<file path="config.mk">
export PLATFORM = sky130hd
export DESIGN_NAME = ahb_timer_slave
export DESIGN_NICKNAME = d
export VERILOG_FILES = /design/src/rtl/ahb_pkg.sv /design/src/rtl/ahb_slave_if.sv /design/src/rtl/ahb_timer_slave.sv
export SDC_FILE = /design/constraint.sdc
export NUM_CORES = 1
export LEC_CHECK = 0
export BUFFER_PORTS_ARGS = -buffer_cell sky130_fd_sc_hd__buf_2
export CORE_UTILIZATION = 31
export CTS_CLUSTER_DIAMETER = 120
export DETAILED_ROUTE_END_ITERATION = 6
export PLACE_DENSITY = 0.55
export SYNTH_ARGS = -nofsm -noshare
export SYNTH_HDL_FRONTEND = slang
export SYNTH_HIERARCHICAL = 1
export SYNTH_SLANG_ARGS = --single-unit
</file>
<file path="constraint.sdc">
create_clock -name clk -period 6.65 [get_ports clk]
set_clock_uncertainty 0.2 [all_clocks]
set_input_delay 0.665 -clock clk [delete_from_list [all_inputs] [get_ports clk]]
set_output_delay 0.665 -clock clk [all_outputs]
set_load 0.05 [all_outputs]
</file>
<file path="src/rtl/ahb_pkg.sv">
// Shared AHB-Lite definitions plus the timer slave register map.
// Latency: n/a (types and constants only).
// Backpressure: n/a.
package ahb_pkg;

    typedef enum logic [1:0] {
        HTRANS_IDLE   = 2'b00,
        HTRANS_BUSY   = 2'b01,
        HTRANS_NONSEQ = 2'b10,
        HTRANS_SEQ    = 2'b11
    } htrans_e;

    localparam logic [2:0] HSIZE_WORD = 3'b010;

    typedef enum logic [1:0] {
        RESP_OKAY,
        RESP_ERR1,
        RESP_ERR2
    } resp_state_e;

    // Timer register offsets within the slave window
    localparam logic [31:0] TMR_CTRL   = 32'h0000_0000;
    localparam logic [31:0] TMR_LOAD   = 32'h0000_0004;
    localparam logic [31:0] TMR_COUNT  = 32'h0000_0008;
    localparam logic [31:0] TMR_STATUS = 32'h0000_000C;
    localparam logic [31:0] TMR_PRESC  = 32'h0000_0010;

    // CTRL bit positions
    localparam int CTRL_EN   = 0;
    localparam int CTRL_AUTO = 1;
    localparam int CTRL_IRQ  = 2;

endpackage

</file>
<file path="src/rtl/ahb_slave_if.sv">
// Generic AHB-Lite slave front end: address-phase capture, error decode, OKAY/ERROR response FSM.
// Latency: reads flagged in the address phase, writes flagged in the data phase; zero wait states for OKAY.
// Backpressure: ERROR responses stall one cycle (hreadyout=0 in ERR1), otherwise never stalls.
module ahb_slave_if
    import ahb_pkg::*;
#(
    parameter int ADDR_W = 12
) (
    input  logic              clk,
    input  logic              reset,
    input  logic              hsel,
    input  logic [31:0]       haddr,
    input  logic [1:0]        htrans,
    input  logic              hwrite,
    input  logic [2:0]        hsize,
    input  logic              hready,
    input  logic              map_ok_i,   // offset/direction is legal for the owning slave
    output logic              hreadyout,
    output logic              hresp,
    output logic              rd_en_o,    // legal read accepted in this address phase
    output logic              wr_en_o,    // legal write completes at the end of this data phase
    output logic [ADDR_W-1:0] wr_addr_o
);

    htrans_e           trans;
    logic              accept;
    logic              acc_err;
    logic              wr_pend_q, wr_pend_d;
    logic [ADDR_W-1:0] wr_addr_q, wr_addr_d;
    resp_state_e       state_q;
    logic              hreadyout_q, hresp_q;
    logic              unused_haddr;

    assign trans   = htrans_e'(htrans);
    assign accept  = hsel & hready & ((trans == HTRANS_NONSEQ) | (trans == HTRANS_SEQ));
    assign acc_err = accept & ((hsize != HSIZE_WORD) | (haddr[1:0] != 2'b00) | ~map_ok_i);

    assign rd_en_o      = accept & ~acc_err & ~hwrite;
    assign wr_en_o      = wr_pend_q;
    assign wr_addr_o    = wr_addr_q;
    assign hreadyout    = hreadyout_q;
    assign hresp        = hresp_q;
    assign unused_haddr = ^haddr;

    // Next data-phase write: only legal writes reach the register file
    always_comb begin
        wr_pend_d = accept & ~acc_err & hwrite;
        wr_addr_d = accept ? haddr[ADDR_W-1:0] : wr_addr_q;
    end

    // Data-phase write capture
    always_ff @(posedge clk or posedge reset) begin
        if (reset) begin
            wr_pend_q <= 1'b0;
            wr_addr_q <= '0;
        end else begin
            wr_pend_q <= wr_pend_d;
            wr_addr_q <= wr_addr_d;
        end
    end

    // Response FSM with registered hreadyout/hresp
    always_ff @(posedge clk or posedge reset) begin
        if (reset) begin
            state_q     <= RESP_OKAY;
            hreadyout_q <= 1'b1;
            hresp_q     <= 1'b0;
        end else begin
            case (state_q)
                RESP_ERR1: begin
                    state_q     <= RESP_ERR2;
                    hreadyout_q <= 1'b1;
                    hresp_q     <= 1'b1;
                end
                RESP_OKAY, RESP_ERR2: begin
                    if (acc_err) begin
                        state_q     <= RESP_ERR1;
                        hreadyout_q <= 1'b0;
                        hresp_q     <= 1'b1;
                    end else begin
                        state_q     <= RESP_OKAY;
                        hreadyout_q <= 1'b1;
                        hresp_q     <= 1'b0;
                    end
                end
                default: begin
                    state_q     <= RESP_OKAY;
                    hreadyout_q <= 1'b1;
                    hresp_q     <= 1'b0;
                end
            endcase
        end
    end

endmodule

</file>
<file path="src/rtl/ahb_timer_slave.sv">
// AHB-Lite 32-bit down-counting timer with level interrupt; optional PRESC register under TIMER_PRESCALER_EN.
// Latency: read data registered, valid in the data phase; writes take effect at the end of the data phase.
// Backpressure: zero wait states; ERROR transfers insert one stall cycle.
module ahb_timer_slave
    import ahb_pkg::*;
#(
    parameter int ADDR_W = 12
) (
    input  logic        clk,
    input  logic        reset,
    input  logic        hsel,
    input  logic [31:0] haddr,
    input  logic [1:0]  htrans,
    input  logic        hwrite,
    input  logic [2:0]  hsize,
    input  logic [3:0]  hprot,
    input  logic [31:0] hwdata,
    input  logic        hready,
    output logic [31:0] hrdata,
    output logic        hreadyout,
    output logic        hresp,
    output logic        timer_irq
);

    logic              map_ok;
    logic              rd_en, wr_en;
    logic [ADDR_W-1:0] wr_addr;
    logic [31:0]       a_off, w_off, rd_val;
    logic              tick, expire;
    logic [2:0]        ctrl_q, ctrl_d;
    logic [31:0]       load_q, load_d;
    logic [31:0]       count_q, count_d;
    logic              expired_q, expired_d;
    logic [31:0]       hrdata_q, hrdata_d;
    logic              unused_top;

    assign a_off      = 32'(haddr[ADDR_W-1:0]);
    assign w_off      = 32'(wr_addr);
    assign hrdata     = hrdata_q;
    assign timer_irq  = expired_q & ctrl_q[CTRL_IRQ];
    assign unused_top = ^{hprot, haddr};

    ahb_slave_if #(.ADDR_W(ADDR_W)) u_if (
        .clk      (clk),
        .reset    (reset),
        .hsel     (hsel),
        .haddr    (haddr),
        .htrans   (htrans),
        .hwrite   (hwrite),
        .hsize    (hsize),
        .hready   (hready),
        .map_ok_i (map_ok),
        .hreadyout(hreadyout),
        .hresp    (hresp),
        .rd_en_o  (rd_en),
        .wr_en_o  (wr_en),
        .wr_addr_o(wr_addr)
    );

    // Register map decode: COUNT is read-only, everything else unmapped
    always_comb begin
        map_ok = 1'b0;
        case (a_off)
            TMR_CTRL, TMR_LOAD, TMR_STATUS: map_ok = 1'b1;
            TMR_COUNT:                      map_ok = ~hwrite;
`ifdef TIMER_PRESCALER_EN
            TMR_PRESC:                      map_ok = 1'b1;
`endif
            default:                        map_ok = 1'b0;
        endcase
    end

`ifdef TIMER_PRESCALER_EN
    logic [7:0] presc_q, presc_d, pcnt_q, pcnt_d;
    logic       presc_wr;

    assign presc_wr = wr_en & (w_off == TMR_PRESC);
    assign tick     = ctrl_q[CTRL_EN] & (pcnt_q == presc_q);

    // Prescale counter restarts on PRESC write, while disabled, and after each tick
    always_comb begin
        presc_d = presc_wr ? hwdata[7:0] : presc_q;
        if (presc_wr || !ctrl_q[CTRL_EN] || tick) begin
            pcnt_d = 8'd0;
        end else begin
            pcnt_d = pcnt_q + 8'd1;
        end
    end

    // Prescaler state
    always_ff @(posedge clk or posedge reset) begin
        if (reset) begin
            presc_q <= 8'd0;
            pcnt_q  <= 8'd0;
        end else begin
            presc_q <= presc_d;
            pcnt_q  <= pcnt_d;
        end
    end
`else
    assign tick = ctrl_q[CTRL_EN];
`endif

    // Timer next state: tick first, bus write overrides it, expiry set overrides W1C
    always_comb begin
        ctrl_d    = ctrl_q;
        load_d    = load_q;
        count_d   = count_q;
        expired_d = expired_q;
        expire    = 1'b0;
        if (tick) begin
            if (count_q != 32'd0) begin
                count_d = count_q - 32'd1;
            end else begin
                expire = 1'b1;
                if (ctrl_q[CTRL_AUTO]) begin
                    count_d = load_q;
                end else begin
                    ctrl_d[CTRL_EN] = 1'b0;
                end
            end
        end
        if (wr_en) begin
            case (w_off)
                TMR_CTRL:   ctrl_d = hwdata[2:0];
                TMR_LOAD: begin
                    load_d  = hwdata;
                    count_d = hwdata;
                end
                TMR_STATUS: if (hwdata[0]) expired_d = 1'b0;
                default: ;
            endcase
        end
        if (expire) begin
            expired_d = 1'b1;
        end
    end

    // Read mux uses next-state values so a read right behind a write sees the new data
    always_comb begin
        rd_val = 32'd0;
        case (a_off)
            TMR_CTRL:   rd_val = {29'd0, ctrl_d};
            TMR_LOAD:   rd_val = load_d;
            TMR_COUNT:  rd_val = count_d;
            TMR_STATUS: rd_val = {31'd0, expired_d};
`ifdef TIMER_PRESCALER_EN
            TMR_PRESC:  rd_val = {24'd0, presc_d};
`endif
            default:    rd_val = 32'd0;
        endcase
        hrdata_d = rd_en ? rd_val : hrdata_q;
    end

    // Timer registers and read data
    always_ff @(posedge clk or posedge reset) begin
        if (reset) begin
            ctrl_q    <= 3'd0;
            load_q    <= 32'd0;
            count_q   <= 32'd0;
            expired_q <= 1'b0;
            hrdata_q  <= 32'd0;
        end else begin
            ctrl_q    <= ctrl_d;
            load_q    <= load_d;
            count_q   <= count_d;
            expired_q <= expired_d;
            hrdata_q  <= hrdata_d;
        end
    end

endmodule

</file>
==> results of run 1 <==
## worst min path at each step
| stage | start | end | slack, ns |
|---|---|---|---|
| CTS | reset | hrdata[2] | 0.18 |
| floorplan | u_if/state_q[1] | u_if/state_q[1] | 0.19 |
| global placement | u_if/state_q[1] | u_if/state_q[1] | 0.20 |
| finish | reset | hrdata[2] | 0.15 |
| global route | reset | hrdata[2] | 0.21 |
| detailed placement | u_if/state_q[1] | u_if/state_q[1] | 0.21 |
## synth_stat cells, drive strengths merged (13+ instances only)
cell	instances	area, um2
nor4	15	136.4
a21oi	39	195.2
nand3	21	110.1
nand2	128	485.5
nand4	13	93.84
a22o	24	210.2
inv	20	75.07
nor2	36	135.1
mux2	18	232.7
dfrtp	116	2903
nor3	20	125.1
a22oi	14	105.1
clkbuf	27	101.4
o21ai	45	225.2
## power breakdown
part | internal (mW) | switching (mW) | total, mW
clock | 0.491 | 0.331 | 0.822
sequential | 0.750 | 0.0598 | 0.810
combinational | 0.0842 | 0.103 | 0.187
## registers in the layout (all words and copies together), names as in the netlist
| name | cells |
|---|---|
| count_q | 32 |
| ctrl_q | 3 |
| expired_q | 1 |
| hrdata | 32 |
| load_q | 32 |
| u_if/hreadyout | 1 |
| u_if/hresp | 1 |
| u_if/state_q | 2 |
| u_if/wr_addr_o | 12 |
| u_if/wr_en_o | 1 |
## final cells by class
type | instances | share of cell area [%]
multi-input cells | 517 | 42.53
flip-flops and latches | 117 | 38.45
repair buffers | 97 | 6.702
clock buffers | 23 | 6.143
well taps | 270 | 4.435
inverters | 20 | 1.018
clock inverters | 9 | 0.7227
## metrics by stage
| step | hold slack [ns] | total power [mW] | cells |
|---|---|---|---|
| finish | 0.1497 | 1.819 | 1053 |
| global route | 0.2057 | 1.888 | 1053 |
| CTS | 0.1753 | 1.834 | 1053 |
| detailed placement | 0.2063 | 1.005 | 1021 |
| global placement | 0.2037 | 1.002 | 1021 |
| floorplan | 0.1858 | 0.9337 | 688 |
## cells by family after synthesis
kind of cell | Yosys count
and+or+nand+nor | 296
AOI/OAI and AO/OA | 196
DFF | 117
buffers and inverters | 54
muxes | 23
adders and majority gates | 2
## worst max-delay path, cell delays in order
cell	delay, ns
sky130_fd_sc_hd__buf_2	0.11
sky130_fd_sc_hd__nor4_1	0.61
sky130_fd_sc_hd__nand3_1	0.21
sky130_fd_sc_hd__a31oi_1	0.25
sky130_fd_sc_hd__nand4bb_1	0.15
sky130_fd_sc_hd__nor3_2	0.28
sky130_fd_sc_hd__nor3b_2	0.56
sky130_fd_sc_hd__nand4_1	0.32
sky130_fd_sc_hd__nor3b_1	0.49
sky130_fd_sc_hd__nand2_1	0.60
sky130_fd_sc_hd__o221ai_1	0.39
## per-layer routing
metal | wire length, um | track usage [%] | vias to the layer above
met2 | 9237 | 30.75 | 179
met1 | 9459 | 27.15 | 2774
met5 | 0 | 0 | -
met4 | 444 | 7.632 | 0
met3 | 1070 | 3.950 | 38
li1 | - | - | 2743
==> results.txt, run 1 <==
The flow ran to the end, and the final reports show no timing, DRC or antenna violations. Synthesis produced a netlist whose cell count is 688. The worst setup path is captured at a flip-flop. The tools report the count of filler cells inserted in the layout as 2,095.

The final period utilization is 68.03%. TritonCTS built the clock tree. The total of flip-flops plus latches after synthesis was 117. The number of cells on the worst reg-to-reg path works out to 7. Tracing the worst setup path back leads to its startpoint at haddr[1]. The clock transition time at the flip-flop clock pins of the worst setup and hold paths was 0.06 ns; the share of the synthesized area in compound gates (AO/OA/AOI/OAI) was 21.36%. The critical path ends at hrdata[1].

At the end of routability-driven placement, the weighted congestion stood at 0.8639. The minimum clock period was 4.524 ns. The tools report the number of antenna violations at the first check in global routing as 0. The post-CTS setup-driven buffer insertion count was 0. The number of gates resized after CTS is 0. In this run the deepest clock path goes through 2 buffers. The number of nets in the synthesized netlist is 768. Counting flops with an async set or reset pin after synthesis yields a share of 100.0%. The type of origin of the critical path was an input port.

The area overhead of the layout relative to synthesis is 19.33%, and the count of final setup violators is 0. The run gives 81 as the count of cell types in the netlist. In the routed design, unresolved DRC markers number 0. Power spread over the standard cell area amounts to 238.9 nW/um2. In the synthesized netlist, mux cells make up 4.430% of the area. In this run the worst path has a maximum fanout of 17. The initial standard-cell utilization of the core was 31.55%.

Cell leakage power: 3.349 nW. The worst register-to-register path ends at hrdata[12]. For the die area, the log shows 21,170 um2. Across all register-to-register paths, the minimum setup slack is 3.06 ns. Summing all flip-flop and latch instances after layout gives 2929 um2. The logs give 850 for the post-layout net count and 14.00 mm for the placed wire-length estimate. At the placement stage, the worst setup path has a slack of 1.689 ns. The worst min-delay path category is input port to async pin. The initialized floorplan defines 52 standard-cell rows. The number of enable-type register cells in the synthesized netlist came out at 0. The via count of the first global-routing pass was 5,683; the max-capacitance violation count was 0. For the deepest level of the CTS H-tree, the log shows 4. For the worst setup path, the data arrival time is 4.65 ns.

The highest ir drop seen on vdd was 0.1762 mV. The worst register-to-register path begins at count_q[24]. For this block, the initial DRC count from the detailed router was 431. The number of clock sinks seen by CTS came out at 117.

In this run the count of I/O pins placed on the die edge is 113. Setup repair after global routing left no endpoint under its margin. Final hold violation count: 0. Most frequent standard cell in the layout excluding fill and tap cells: sky130_fd_sc_hd__nand2_1. The number of search-and-repair iterations in the first detailed-routing pass is 5, and the count of buffers from port buffering is 87. Once detail routing completed, the nets flagged for antenna violations numbered 0. Buffers inserted during clock tree synthesis total 17.

Summing all placed instances gives a cell area of 7094 um2. For the maximum operating frequency, the log shows 0.2210 GHz. The clock latency on the worst-skew pair came out at 0.43 ns. For this block, the via count after detailed routing is 5,734. By startpoint and endpoint, the worst setup path is classified as input port to flip-flop. The basic-gate share of the synthesized area counting and, or, nand and nor cells came out at 24.52%. The tools report the max-slew violation total from the final report as 0. The total number of yosys warnings is 6, and the total wirelength of the detailed-routed design is 20.21 mm. The total overflow left after global routing is 0. The logs give 0 for the number of diodes added for antenna fixing and 0 ns for the sum of negative setup slack. Width of the die: 145.5 um.

The post-synthesis sequential area ratio came out at 45.88%. The layout cell share with drive strength beyond 1 came out at 22.86%. Measured against its own limit, the worst slew margin works out to 30.85%. The synthesized netlist devotes 0.3920% of its cell area to adder and majority cells. The tree is rooted in a sky130_fd_sc_hd__clkbuf_16. The first global-routing pass estimated 32.17 mm of wire. The placeable core region is 20,230 um2, and the average size of a mapped cell is 9.279 um2.

Measured on the finished design, the core utilization comes to 37.65%. The area of the mapped netlist came out at 6384 um2. The required time of the worst setup path was 6.77 ns. The quantity of hold-fixing buffers added after cts is 0. Setup slack closes at 2.126 ns.

For the pin with the worst max-slew slack, the measured transition is 1.032 ns. Routed wirelength normalized by instance count: 19.19 um. Dividing the detail-routed via count by the number of cells gives 5.445. Entering global routing, the biggest net connects 52 pins.

After Yosys synthesis, XOR and XNOR cells account for 0% of the synthesized area. Summing all multi-input logic gate instances after layout gives 3239 um2. The die is 145.5 um tall. After routing the design area is 7617 um2. The top cell types in the final layout, fill and taps aside, are sky130_fd_sc_hd__nand2_1, sky130_fd_sc_hd__dfrtp_1, sky130_fd_sc_hd__buf_2, sky130_fd_sc_hd__o21ai_0, sky130_fd_sc_hd__a21oi_1. Most instantiated flip-flop cell in the synthesis netlist: sky130_fd_sc_hd__dfrtp_1. The largest family of logic cells by synthesized area was simple AND/OR/NAND/NOR gates. The total routing usage reported by global routing is 19.80%.
No activity file was read; power rests on OpenSTA's default activity.
==> inputs of run 2 (changes only) <==
Clock period 6.65 ns to 4.42 ns, I/O delays scaled along.
==> results.txt, run 2 (synthesis results as in run 1) <==
The run finished with clean final reports. Across the run, the number of max-cap violations was 0. The height of the chip is 145.5 um.

The area overhead of the layout relative to synthesis works out to 21.09%. Derived from the worst setup path, the maximum achievable clock frequency is 0.2653 GHz. Of all nets on the critical path, the largest fanout is 17. For the TritonCTS buffer count, the log shows 17. The logs give 7139 um2 for the placement-stage cell area and 32.32 mm for the global-route wire length before repair. The count of buffers from port buffering is 87, and the maximum buffer depth of the clock tree is 2. The die covers 21,170 um2. After detailed routing, the average wire length per cell comes to 18.92 um. The run gives 0 as the number of gates resized after CTS. Startpoint-to-endpoint class of the critical path: input port to flip-flop. The congestion estimate from routability-driven global placement came to 0.8640.

Post-CTS timing repair inserted 0 buffers for setup. Traced cell by cell, the critical path runs through buf_2, nor4_1, nand3_1, a31oi_1, nand4bb_1, nor3_2, nor3b_2, nand4_1, nor3b_1, buf_4, nand2_1, o211ai_1. The tools report the total wirelength of the detailed-routed design as 20.05 mm.

The type of origin of the critical path was an input port. Core utilization of the finished layout: 38.20%. Quantity of hold-fixing buffers added after cts: 1.

The via count of the first global-routing pass is 5,645. The number of diodes added for antenna fixing is 0. For the pin count of the biggest net entering global routing, the log shows 60. The post-route netlist has 23.29% of its cells at a drive strength greater than 1. The cell leakage power was 3.423 nW. The floorplan step defined a core boundary enclosing 20,230 um2.

For hold timing, the worst endpoint is load_q[3]. For the summed area of non-filler cells in the final layout, the log shows 7730 um2. The required time of the worst setup path is 4.54 ns, and the number of clock sinks seen by CTS is 117.

The sum of negative setup slack was 0 ns; the power per unit of standard cell area was 369.3 nW/um2. Dividing the detail-routed via count by the number of cells gives 5.419. In this run the critical register-to-register path is launched from count_q[0]. Setup violations remaining at the end of the flow were counted as 0. The tree is rooted in a sky130_fd_sc_hd__clkbuf_16.

After clock tree synthesis, the clock-pin slew on the worst setup and hold paths is 0.05 ns. Max-slew violation total from the final report: 0. The highest ir drop seen on vdd is 0.2677 mV, and the slew at the pin closest to its max-slew limit is 0.9105 ns.

The minimum clock period was 3.769 ns. The first detailed-routing pass ran for 5 iterations. The number of placement rows is 52, and the residual overflow from global routing is 0.

Clock latency on the worst-skew pair, taken at its later pin, is 0.43 ns. Global routing consumed, over all layers together, 19.86% of the routing resources. The post-route antenna net violation count was 0.

The library cells used most frequently in the layout, excluding fill and tap cells, are sky130_fd_sc_hd__nand2_1, sky130_fd_sc_hd__dfrtp_1, sky130_fd_sc_hd__buf_2, sky130_fd_sc_hd__o21ai_0, sky130_fd_sc_hd__a21oi_1. For this run, design rule violations remaining after detail routing come to 0. CTS built an H-tree with a depth of 4.

The library cell used most frequently in the layout, excluding fill and tap cells, is sky130_fd_sc_hd__nand2_1. Final period utilization: 85.28%. The slowest stage of the critical path belongs to the cell sky130_fd_sc_hd__nor4_1. The logs give 0.04653 ns for the hold slack and 5,744 for the total via count after detailed routing. In this design, the stage delay of the slowest critical-path cell is 0.64 ns.

TritonCTS built the clock tree. The number of antenna violations at the first check in global routing is 0, and the worst hold path stage count is 3. The beginning of the worst hold path was hwdata[3]. The endpoint of the worst register-to-register path was hrdata[12]. For this design the top-level I/O count stands at 113. Once detailed placement completed, the half-perimeter wirelength came to 14.24 mm. The final layout contains 857 nets. In this run the horizontal extent of the chip is 145.5 um. The detailed router finished its first iteration with 418 violations. Setup repair after global routing left no endpoint under its margin. The arrival time at the worst endpoint came out at 3.89 ns.

Once routing completed, OpenROAD measured the worst setup slack at 0.6506 ns. In this run the register-to-register setup slack is 1.05 ns. For the final hold violation count, the log shows 0. For the initial standard-cell utilization of the core, the log shows 31.55%. The worst min-delay path category is input port to flip-flop. OpenSTA, run right after detailed placement, puts the worst setup slack at 0.2124 ns. Headroom to the max-slew limit came out at 38.51%. The category of the worst setup path capture point was a flip-flop. The number of cells on the worst reg-to-reg path is 7.
==> run 2: changes by cell type in the layout (fill, tap and decap cells not counted) <==
cell | previous run | this run
sky130_fd_sc_hd__dlygate4sd3_1 | 0 | 1
sky130_fd_sc_hd__buf_4 | 10 | 16
sky130_fd_sc_hd__clkinvlp_4 | 4 | 0
sky130_fd_sc_hd__clkinv_2 | 5 | 2
sky130_fd_sc_hd__clkbuf_1 | 4 | 5
sky130_fd_sc_hd__clkbuf_8 | 2 | 7
sky130_fd_sc_hd__bufinv_16 | 0 | 1
==> run 2: layout make-up <==
class / instances / area (um2)
clock buffers: 29 / 540.5
clock inverters: 3 / 40.04
fillers: 2067 / 12500
inverters: 20 / 77.57
multi-input cells: 517 / 3239
flip-flops and latches: 117 / 2929
well taps: 270 / 337.8
repair buffers: 104 / 565.5
==> run 2: stage by stage <==
stage          power (mW)  cells
2_1_floorplan       1.405    688
3_3_place_gp        1.510   1027
3_5_place_dp        1.511   1027
4_1_cts             2.878   1060
5_1_grt             2.964   1060
6_report            2.855   1060
==> run 2: where the power goes <==
part	total, mW	switching, mW	leakage, nW	internal (mW)
clock	1.36	0.481	0.288	0.876
combinational	0.277	0.149	1.79	0.128
sequential	1.22	0.0923	1.34	1.13
==> run 2: worst max path at each step <==
| stage | start | to | slack, ns | cells after the start |
|---|---|---|---|---|
| 6_report | haddr[1] | hrdata[30] | 0.65 | 12 |
| 5_1_grt | haddr[1] | hrdata[22] | 0.09 | 12 |
| 4_1_cts | haddr[1] | hrdata[1] | 0.65 | 12 |
| 3_5_place_dp | haddr[0] | hrdata[15] | 0.21 | 12 |
| 3_3_place_gp | haddr[1] | hrdata[1] | 0.23 | 12 |
| 2_1_floorplan | haddr[7] | hrdata[8] | 1.06 | 12 |
==> run 2: routing by layer <==
metal | share of wire [%] | track usage (%)
met4 | 1.5 | 6.263
met5 | 0 | 0
met3 | 5.4 | 3.824
met1 | 47 | 28.23
met2 | 46 | 30.41
==> run 2: critical path: cells and delay by family <==
family          cells  cell delay [ns]
buf+inv             2             0.27
compound gates      2             0.61
simple gates        8             2.58
